--- config.mk ---
export PLATFORM = sky130hd
export DESIGN_NAME = cortex_m0_fetch_flat
export DESIGN_NICKNAME = d
export VERILOG_FILES = /design/src/rtl/cortex_m0_pkg.sv /design/src/rtl/cortex_m0_fetch_if.sv /design/src/rtl/cortex_m0_fetch_queue.sv /design/src/rtl/cortex_m0_fetch.sv /design/src/flat_wrapper.sv
export SDC_FILE = /design/constraint.sdc
export NUM_CORES = 1
export LEC_CHECK = 0
export ABC_AREA = 1
export CORE_MARGIN = 4
export CORE_UTILIZATION = 46
export CTS_BUF_LIST = sky130_fd_sc_hd__clkbuf_8 sky130_fd_sc_hd__clkbuf_16
export DETAILED_ROUTE_END_ITERATION = 7
export HOLD_SLACK_MARGIN = 0.03
export PLACE_DENSITY = 0.79
export REMOVE_ABC_BUFFERS = 1
export SETUP_SLACK_MARGIN = 0.02
export SYNTH_ARGS = -nofsm -noshare
export SYNTH_HDL_FRONTEND = slang
export SYNTH_SLANG_ARGS = --single-unit
--- constraint.sdc ---
create_clock -name clk -period 6.7 [get_ports clk]
set_input_delay 1.34 -clock clk [delete_from_list [all_inputs] [get_ports clk]]
set_output_delay 1.34 -clock clk [all_outputs]
set_load 0.03 [all_outputs]
--- src/rtl/cortex_m0_pkg.sv ---
// Shared types and Thumb-2 length decode for the cortex-m0 fetch stage.
// The queue depth is fixed at four halfwords.
package cortex_m0_pkg;

   localparam int QDEPTH = 4;

   // Issue only while two free slots remain, so a full word can always land.
   localparam logic [2:0] ISSUE_MAX = 3'(QDEPTH - 2);

   localparam logic [4:0] THUMB32_PREFIX_A = 5'b11101;
   localparam logic [4:0] THUMB32_PREFIX_B = 5'b11110;
   localparam logic [4:0] THUMB32_PREFIX_C = 5'b11111;

   typedef enum logic {
      FETCH   = 1'b0,
      DISCARD = 1'b1
   } fetch_state_e;

   function automatic logic is_thumb32(input logic [15:0] hw);
      return (hw[15:11] == THUMB32_PREFIX_A) ||
             (hw[15:11] == THUMB32_PREFIX_B) ||
             (hw[15:11] == THUMB32_PREFIX_C);
   endfunction

endpackage

--- src/rtl/cortex_m0_fetch_if.sv ---
// Bundles the fetch stage's memory, branch and decode handshakes.
interface cortex_m0_fetch_if;
   // Handshakes:
   // - imem_req/imem_ack: the request and its address hold until the ack cycle.
   //   imem_rdata is valid only in that cycle, and at most one request is outstanding.
   // - inst_valid/dec_ready: the instruction moves on any cycle where both are high,
   //   unless branch_valid is high. A held instruction stays stable.
   logic        imem_req;
   logic [31:0] imem_addr;
   logic        imem_ack;
   logic [31:0] imem_rdata;
   logic        branch_valid;
   logic [31:0] branch_target;
   logic        inst_valid;
   logic [31:0] inst;
   logic        inst_is32;
   logic [31:0] inst_pc;
   logic        dec_ready;

   modport master (
      output imem_req, imem_addr, inst_valid, inst, inst_is32, inst_pc,
      input  imem_ack, imem_rdata, branch_valid, branch_target, dec_ready
   );

   modport slave (
      input  imem_req, imem_addr, inst_valid, inst, inst_is32, inst_pc,
      output imem_ack, imem_rdata, branch_valid, branch_target, dec_ready
   );
endinterface

--- src/rtl/cortex_m0_fetch_queue.sv ---
// A four-entry circular halfword FIFO. Each cycle it can push one or two
// entries and pop one or two; flush clears it.
module cortex_m0_fetch_queue (
   input  logic        clk,
   input  logic        reset,
   input  logic        flush,
   input  logic [1:0]  push_n,
   input  logic [15:0] push_lo,
   input  logic [15:0] push_hi,
   input  logic [1:0]  pop_n,
   output logic [2:0]  count,
   output logic [15:0] head,
   output logic [15:0] head_next
);

   logic [15:0] mem [4];
   logic [1:0]  rd_ptr;
   logic [1:0]  wr_ptr;

   assign head      = mem[rd_ptr];
   assign head_next = mem[rd_ptr + 2'd1];

   always_ff @(posedge clk or negedge reset) begin
      if (!reset) begin
         rd_ptr <= 2'd0;
         wr_ptr <= 2'd0;
         count  <= 3'd0;
         for (int i = 0; i < 4; i++) mem[i] <= 16'h0;
      end else if (flush) begin
         rd_ptr <= 2'd0;
         wr_ptr <= 2'd0;
         count  <= 3'd0;
      end else begin
         if (push_n != 2'd0) mem[wr_ptr] <= push_lo;
         if (push_n == 2'd2) mem[wr_ptr + 2'd1] <= push_hi;
         wr_ptr <= wr_ptr + push_n;
         rd_ptr <= rd_ptr + pop_n;
         count  <= count + {1'b0, push_n} - {1'b0, pop_n};
      end
   end

endmodule

--- src/rtl/cortex_m0_fetch.sv ---
// Cortex-m0 fetch stage. It fills a halfword prefetch queue from word memory
// and presents 16/32-bit Thumb instructions to decode.
module cortex_m0_fetch
   import cortex_m0_pkg::*;
#(
   parameter logic [31:0] RESET_PC = 32'h0000_0000
) (
   input  logic              clk,
   input  logic              reset,
   cortex_m0_fetch_if.master bus,
   output fetch_state_e      state
);

   localparam logic [31:0] RESET_HEAD  = RESET_PC & ~32'd1;
   localparam logic [31:0] RESET_FETCH = RESET_PC & ~32'd3;

   logic [2:0]  count;
   logic [2:0]  count_next;
   logic [15:0] head;
   logic [15:0] head_next;
   logic [15:0] push_lo;
   logic [1:0]  push_n;
   logic [1:0]  pop_n;
   logic        head_is32;
   logic        inst_ok;
   logic        take;
   logic        hold;
   logic        req_q;
   logic        skip_low;
   logic [31:0] req_addr;
   logic [31:0] fetch_addr;
   logic [31:0] fetch_addr_n;
   logic [31:0] head_pc;

   cortex_m0_fetch_queue u_queue (
      .clk       (clk),
      .reset     (reset),
      .flush     (bus.branch_valid),
      .push_n    (push_n),
      .push_lo   (push_lo),
      .push_hi   (bus.imem_rdata[31:16]),
      .pop_n     (pop_n),
      .count     (count),
      .head      (head),
      .head_next (head_next)
   );

   always_comb begin
      head_is32 = is_thumb32(head);
      inst_ok   = head_is32 ? (count >= 3'd2) : (count != 3'd0);
      hold      = req_q && !bus.imem_ack;
      // Ack data is dropped in DISCARD or when a branch arrives in the same cycle.
      take      = req_q && bus.imem_ack && (state == FETCH) && !bus.branch_valid;
      push_n    = take ? (skip_low ? 2'd1 : 2'd2) : 2'd0;
      push_lo   = skip_low ? bus.imem_rdata[31:16] : bus.imem_rdata[15:0];
      pop_n     = (inst_ok && bus.dec_ready && !bus.branch_valid) ?
                  (head_is32 ? 2'd2 : 2'd1) : 2'd0;
      count_next = count + {1'b0, push_n} - {1'b0, pop_n};
      if (bus.branch_valid) fetch_addr_n = bus.branch_target & ~32'd3;
      else if (take)        fetch_addr_n = fetch_addr + 32'd4;
      else                  fetch_addr_n = fetch_addr;
   end

   assign bus.imem_req   = req_q;
   assign bus.imem_addr  = req_addr;
   assign bus.inst_valid = inst_ok;
   assign bus.inst_is32  = (count != 3'd0) && head_is32;
   assign bus.inst_pc    = head_pc;
   assign bus.inst       = !inst_ok  ? 32'h0 :
                           head_is32 ? {head, head_next} : {16'h0, head};

   always_ff @(posedge clk or negedge reset) begin
      if (!reset) begin
         state      <= FETCH;
         req_q      <= 1'b0;
         req_addr   <= RESET_FETCH;
         fetch_addr <= RESET_FETCH;
         head_pc    <= RESET_HEAD;
         skip_low   <= RESET_PC[1];
      end else begin
         fetch_addr <= fetch_addr_n;
         // The request address stays frozen until the ack. This covers the
         // case where a branch has already moved fetch_addr.
         if (!hold) req_addr <= fetch_addr_n;
         if (bus.branch_valid) begin
            state    <= hold ? DISCARD : FETCH;
            req_q    <= 1'b1;
            head_pc  <= bus.branch_target & ~32'd1;
            skip_low <= bus.branch_target[1];
         end else begin
            if (pop_n != 2'd0) head_pc <= head_pc + ((pop_n == 2'd2) ? 32'd4 : 32'd2);
            if (take) skip_low <= 1'b0;
            case (state)
               FETCH:   req_q <= hold || (count_next <= ISSUE_MAX);
               DISCARD: begin
                  req_q <= 1'b1;
                  if (!hold) state <= FETCH;
               end
            endcase
         end
      end
   end

endmodule
--- src/flat_wrapper.sv ---
// flat-port wrapper written by rule: the top's interface ports become plain ports
module cortex_m0_fetch_flat import cortex_m0_pkg::*;
#(
   parameter logic [31:0] RESET_PC = 32'h0000_0000
)
  (clk, reset, state, bus_imem_req, bus_imem_addr, bus_inst_valid, bus_inst, bus_inst_is32, bus_inst_pc, bus_imem_ack, bus_imem_rdata, bus_branch_valid, bus_branch_target, bus_dec_ready);
  cortex_m0_fetch_if bus_i ();
  input  logic clk;
  input  logic reset;
  output fetch_state_e state;
  output wire logic [$bits(bus_i.imem_req)-1:0] bus_imem_req;
  output wire logic [$bits(bus_i.imem_addr)-1:0] bus_imem_addr;
  output wire logic [$bits(bus_i.inst_valid)-1:0] bus_inst_valid;
  output wire logic [$bits(bus_i.inst)-1:0] bus_inst;
  output wire logic [$bits(bus_i.inst_is32)-1:0] bus_inst_is32;
  output wire logic [$bits(bus_i.inst_pc)-1:0] bus_inst_pc;
  input wire logic [$bits(bus_i.imem_ack)-1:0] bus_imem_ack;
  input wire logic [$bits(bus_i.imem_rdata)-1:0] bus_imem_rdata;
  input wire logic [$bits(bus_i.branch_valid)-1:0] bus_branch_valid;
  input wire logic [$bits(bus_i.branch_target)-1:0] bus_branch_target;
  input wire logic [$bits(bus_i.dec_ready)-1:0] bus_dec_ready;
  assign bus_imem_req = bus_i.imem_req;
  assign bus_imem_addr = bus_i.imem_addr;
  assign bus_inst_valid = bus_i.inst_valid;
  assign bus_inst = bus_i.inst;
  assign bus_inst_is32 = bus_i.inst_is32;
  assign bus_inst_pc = bus_i.inst_pc;
  assign bus_i.imem_ack = bus_imem_ack;
  assign bus_i.imem_rdata = bus_imem_rdata;
  assign bus_i.branch_valid = bus_branch_valid;
  assign bus_i.branch_target = bus_branch_target;
  assign bus_i.dec_ready = bus_dec_ready;
  cortex_m0_fetch #(.RESET_PC(RESET_PC)) u_core (.clk(clk), .reset(reset), .bus(bus_i), .state(state));
endmodule
Word level (Yosys, flattened, before mapping)
Index checks and enable logic that the tools add are counted.

Add/subtract/negate cells: 8. Order comparisons: 8. Eq/ne operators: 5. Muxes and demuxes: 38. Bitwise operators: 5. Reduce and logical (&&, ||, !) cells: 19.

Operator list (number): $mux 32 (6); $mux 64 (3); $bwmux 64 (2); $mux 16 (7); $bmux 16 s2 (2); $demux 16 s2 (2); $add 32x3->32 const B (1); $add 32x32->32 (1); $eq 5x5->1 const B (3); $ge 3x3->1 const B (4); $mux 2 (6); $not 2->3 (4); $logic_and 1x1->1 (9); $reduce_bool 2->1 (4); $mux 1 (7); $lt 3x1->1 const B (2); $mux 3 (2); $add 2x1->2 const B (2); $add 2x2->2 (2); $eq 2x2->1 const B (2); $add 3x2->3 (1); $ge 3x2->1 const B (1); $le 3x2->1 const B (1); $logic_or 1x1->1 (3); 5 further kinds (6).

Flip-flop bits (word level): 170. Output and inout port bits: 100. Word-level logic and storage cells: 96.

Logic depth before layout (Yosys ltp)
Depth after elaboration: 16. Gate-level depth with buffers: 23.

Modules after synthesis
Synthesis repeated with hierarchy kept, for this count alone.

Cells, all modules: 1898. Area total of the unflattened synthesis: 12019.0 µm².

Modules (own cells, without submodules): cortex_m0_fetch (instances 1, cells each 939, area an instance 6342.3 µm², sequential area each 2452.4 µm²); cortex_m0_fetch_queue (instances 1, cells each 959, area an instance 5676.7 µm², sequential area each 1776.7 µm²).

Worst setup path after synthesis
No wires, ideal clock.

Kind: in2reg. From: input port bus_dec_ready. To: register u_core.head_pc[15] (netlist: u_core.bus.inst_pc[15]). Library setup time: 0.127 ns. Arrival: 3.391 ns. Data required time: 6.573 ns. Path slack: 3.182 ns. Cell stages on the path: 16. Buffers on the path: 0. Cell sequence: inv_1 -> nor2_1 -> nand3_2 -> nor2_1 -> inv_1 -> ha_1 -> fa_1 -> nand2_1 -> nor2_4 -> nand2_1 -> nor2_2 -> nand2_2 -> xor2_1 -> o21ai_0 -> nand2_1 -> o21ai_0.

Cells in the longest elaborated chain, start to end: 8. Elaborated cells on any way between the ends: 10. Classes of those cells: 1 x add/sub; 1 x eq/ne; 4 x mux; 4 x reduce/logical.

Ends and longest elaborated chain: start, declared (line flat_wrapper.sv:21) `input wire logic [$bits(bus_i.dec_ready)-1:0] bus_dec_ready;`; $logic_and 1x1->1 * (2 in series) (line cortex_m0_fetch.sv:56) `pop_n = (inst_ok && bus.dec_ready && !bus.branch_valid) ?`; $mux 2 * (line cortex_m0_fetch.sv:56); $eq 2x2->1 (line cortex_m0_fetch.sv:91) `if (pop_n != 2'd0) head_pc <= head_pc + ((pop_n == 2'd2) ? 32'd4 : 32'd2);`; $mux 3 (line cortex_m0_fetch.sv:91); $add 32x32->32 (line cortex_m0_fetch.sv:91); $mux 32 (line cortex_m0_fetch.sv:91); $mux 32 (line cortex_m0_fetch.sv:85) `if (bus.branch_valid) begin`; end signal, assigned (line cortex_m0_fetch.sv:88) `head_pc <= bus.branch_target & ~32'd1;`; end signal, assigned (line cortex_m0_fetch.sv:91); end, declared (line cortex_m0_fetch.sv:33) `logic [31:0] head_pc;`.

Mark *: on every way between the ends. The rest lies on a longest branch, timed or not. The select of a mux whose other input is x is not followed. A chain may end at the register's enable or synchronous reset.

Worst setup path in the final report
From: register u_core.u_queue.rd_ptr[0]. To: output port bus_inst[15].

Cells in the longest elaborated chain, start to end: 9. Elaborated cells on any way between the ends: 17. Classes of those cells: 1 x add/sub; 3 x eq/ne; 9 x mux; 2 x bitwise; 2 x reduce/logical.

Ends and longest elaborated chain: start, declared (line cortex_m0_fetch_queue.sv:17) `logic [1:0] rd_ptr;`; start signal, assigned (line cortex_m0_fetch_queue.sv:37) `rd_ptr <= rd_ptr + pop_n;`; $not 2->3 (implied by the code) (line cortex_m0_fetch_queue.sv:20) `assign head = mem[rd_ptr];`; $bmux 16 s2 (line cortex_m0_fetch_queue.sv:20); $mux 16 (implied by the code) (2 in series) (line cortex_m0_fetch_queue.sv:20); $eq 5x5->1 (on tied branches) (line cortex_m0_pkg.sv:20, cortex_m0_pkg.sv:21); $logic_or 1x1->1 (line cortex_m0_pkg.sv:20) `return (hw[15:11] == THUMB32_PREFIX_A) ||`; $logic_or 1x1->1 (line cortex_m0_pkg.sv:21) `(hw[15:11] == THUMB32_PREFIX_B) ||`; $mux 32 or $mux 1 (tied branches) (line cortex_m0_fetch.sv:70, cortex_m0_fetch.sv:50); $mux 32 * (line cortex_m0_fetch.sv:69) `assign bus.inst = !inst_ok ? 32'h0 :`; end, declared (line flat_wrapper.sv:14) `output wire logic [$bits(bus_i.inst)-1:0] bus_inst;`.

Marked as above.

==> impl_metrics.env <==
export IMPL_worst_slew_pin_slew_ns=1.24
export IMPL_path_delay_family="buffers and inverters"
export IMPL_power_per_cell_area_nw_per_um2=325
export IMPL_fin_util=0.577
export IMPL_r2r_cells=22
export IMPL_gp_congestion=0.934
export IMPL_cts_root_buf="clkbuf_16"
export IMPL_start_kind="flip-flop"
export IMPL_final_cells=2032
export IMPL_clkPwrFrac=0.235
export IMPL_clk_latency_ns=0.44
export IMPL_yosys_warnings=0
export IMPL_skew_ns=0.0127
export IMPL_ctsHtreeMaxLevel=4
export IMPL_wirelength_um=35800
export IMPL_most_common_layout_cells="nand2_1 (512), nor2_1 (174), dfrtp_1 (169), clkdlybuf4s50_1 (164), inv_1 (129)"
export IMPL_hold_path_depth=2
export IMPL_track_usage=0.271
export IMPL_drc=0
export IMPL_ir_drop_mv=0.187
export IMPL_post_cts_setup_buffer_count=0
export IMPL_grt_pass1_wl_um=57200
export IMPL_nets=1782
export IMPL_path_buf_inv=3
export IMPL_syn_inst=1587
export IMPL_io_buffers=166
export IMPL_rows=55
export IMPL_swShare=0.421
export IMPL_final_common_cell="nand2_1"
export IMPL_synthToLayoutAreaGrowth_pct=22.0
export IMPL_pwr_share_seq=0.361
export IMPL_dp_cells=1999
export IMPL_finalMaxSlewViolations=0
export IMPL_dieArea_um2=26100
export IMPL_drtAntennaViolNets=0
export IMPL_ctsHoldBuffers=0
export IMPL_hold_viol=0
export IMPL_fin_crit_ns=5.46
export IMPL_slew_headroom=0.172
export IMPL_start_util=0.473
export IMPL_maxCapViolations=0
export IMPL_coreArea_um2=22900
export IMPL_drtIter0Drc=1278
export IMPL_hp_class="reg2reg"
export IMPL_finalSetupViolations=0
export IMPL_drive_above_1_share=0.0559
export IMPL_dp_final_hpwl_um=23700
export IMPL_vias=11508
export IMPL_path_cells="inv_2 > nand2_1 > nand3_1 > nand2_1 > nand2_1 > nand3_2 > nand2_1 > nand2_1 > inv_2 > nor3_1 > clkdlybuf4s50_1"
export IMPL_power_frac_comb=0.405
export IMPL_ys_types=39
export IMPL_p_total_uw=4300
export IMPL_path_max_fanout=28
export IMPL_critical_path_cell_count=11
export IMPL_via_per_inst=5.66
export IMPL_fp_dieW_um=162
export IMPL_globalRouteOverflowTotal=0
export IMPL_ys_ff_latch=169
export IMPL_timing_final_crit_share=0.815
export IMPL_cts_tree="built"
export IMPL_slowest_delay_ns=0.93
export IMPL_drt_pre_antenna_iters=8
export IMPL_antenna_found_initial=1
export IMPL_die_y_um=162
export IMPL_path_common_cell="nand2_1"
export IMPL_clkSinkCount=169
export IMPL_fmax_ghz=0.183
export IMPL_wire_per_inst_um=17.6
export IMPL_fin_tns_setup_ns=0
export IMPL_clock_path_buffers=2
export IMPL_ys_seq_area_frac=0.390
export IMPL_grt_max_degree=79
export IMPL_worstSetupEndpointType="output port"
export IMPL_slowest_stage="dfrtp_1"
export IMPL_rsz0062_at_grt="false"
export IMPL_critPathArrivalTime_ns=4.12
export IMPL_ios=169
export IMPL_leakagePower_uw=0.00601
export IMPL_intPower_uw=2490
export IMPL_worst_setup_path_type="reg2out"
export IMPL_numCtsBuffers=17
export IMPL_ctsResizeCount=0
export IMPL_grt_pass1_vias=11181
export IMPL_cp_required_ns=5.36
export IMPL_syn_area_per_cell_um2=6.83
export IMPL_synthesis_area_um2=10800
export IMPL_clk_transition_reported_paths_ns=0.07
export IMPL_status="finished clean"
export IMPL_p_switching_uw=1810
cell usage after synthesis:
library cell  number  area, um2
buf_1             17       63.8
a211oi_1          48        360
a31oi_1           16        100
inv_2              7       26.3
dfrtp_1          169       4230
ha_1               5       62.6
nor2_2             1       6.26
clkinv_1           2       7.51
conb_1             1       3.75
fa_1               3       60.1
nand2_1          512       1920
a21oi_1           75        375
nand2_2           17        106
nor2_1           175        657
o21ai_2           10       87.6
o21bai_1           3       22.5
nand3_2            2       20.0
buf_2             12       60.1
o21a_1             1       7.51
nor3b_2            1       12.5
o221ai_1          14        123
nand3_1           59        295
o22ai_1           41        257
a21o_1             1       7.51
buf_6              5       56.3
o21ai_0          128        641
nor2_8             1       20.0
o21ai_1           15       75.1
nand4_1           10       62.6
clkbuf_1          43        161
or2_2              1       6.26
o211ai_1           6       45.0
nor2_4             7       78.8
buf_4              6       45.0
xnor2_1            5       43.8
nor3_1            26        130
inv_1            127        477
nand3b_1           3       22.5
xor2_1            12        105
per-stage QoR:
stage                     cell area [um2]  hold WS, ns  setup slack, ns
after CTS                           13200        0.480             1.40
after global placement              12600        0.465             1.91
after detailed placement            12600        0.465             1.87
after floorplan                     10500        0.459             1.58
final                               13200        0.477             1.24
after global routing                13200        0.499             1.09
worst min-delay path: stages, from the launching register on:
cell and delay (ns):
dfrtp_1 0.36, inv_1 0.04, nor2_1 0.04
power groups by stage:
stage | Sequential, uW | Combinational (uW) | Clock, uW
final | 1550 | 1740 | 1010
after global routing | 1580 | 1900 | 1060
after CTS | 1540 | 1730 | 1010
after detailed placement | 1550 | 1710 | 0
after global placement | 1540 | 1680 | 0
after floorplan | 1710 | 879 | 0
final timing paths:
kind / start / endpoint / slack, ns
setup / recovery: u_core.u_queue.rd_ptr[0] / bus_inst[15] / 1.24
max in group asynchronous: reset / u_core.u_queue.mem[52] / 4.56
hold / removal: u_core.fetch_addr[0] / u_core.fetch_addr[0] / 0.48
min in group asynchronous: reset / u_core.u_queue.mem[34] / 0.87
hold reg to reg: u_core.fetch_addr[0] / u_core.fetch_addr[0] / 0.48
setup reg to reg: u_core.u_queue.rd_ptr[0] / u_core.bus.inst_pc[21] / 2.08
area by class of cell:
type                            instances  area (um2)
Clock buffer                           18         439
Multi-Input combinational cell       1199        5720
Antenna cell                            1        2.50
Fill cell                            2134        9690
Inverter                              136         512
Timing Repair Buffer                  182        1780
Sequential cell                       169        4230
Tap cell                              313         392
Clock inverter                         14         150
registers in the layout, summed over array words and instances, names as in the netlist:
register	flops
u_core.fetch_addr	32
u_core.bus.imem_addr	32
u_core.skip_low	1
u_core.state	1
u_core.bus.inst_pc	31
u_core.u_queue.wr_ptr	2
u_core.bus.imem_req	1
u_core.u_queue.rd_ptr	2
u_core.u_queue.mem	64
u_core.u_queue.count	3
per-layer routing:
metal	GRT usage	routed length (um)	vias up
met3	0.0572	3470	93
met5	0	0	-
li1	-	-	5466
met1	0.356	14700	5312
met4	0.111	1210	0
met2	0.438	16300	637
logic make-up after synthesis:
group	after synthesis	share of synthesized area
and+or+nand+nor	815	0.308
AOI/OAI and AO/OA	358	0.194
buffers and inverters	219	0.0827
DFF	169	0.390
xor gates and xnor gates	17	0.0137
adders and majority gates	8	0.0113
other	1	0.000346
Note: power is estimated with default switching activity, not from simulation.
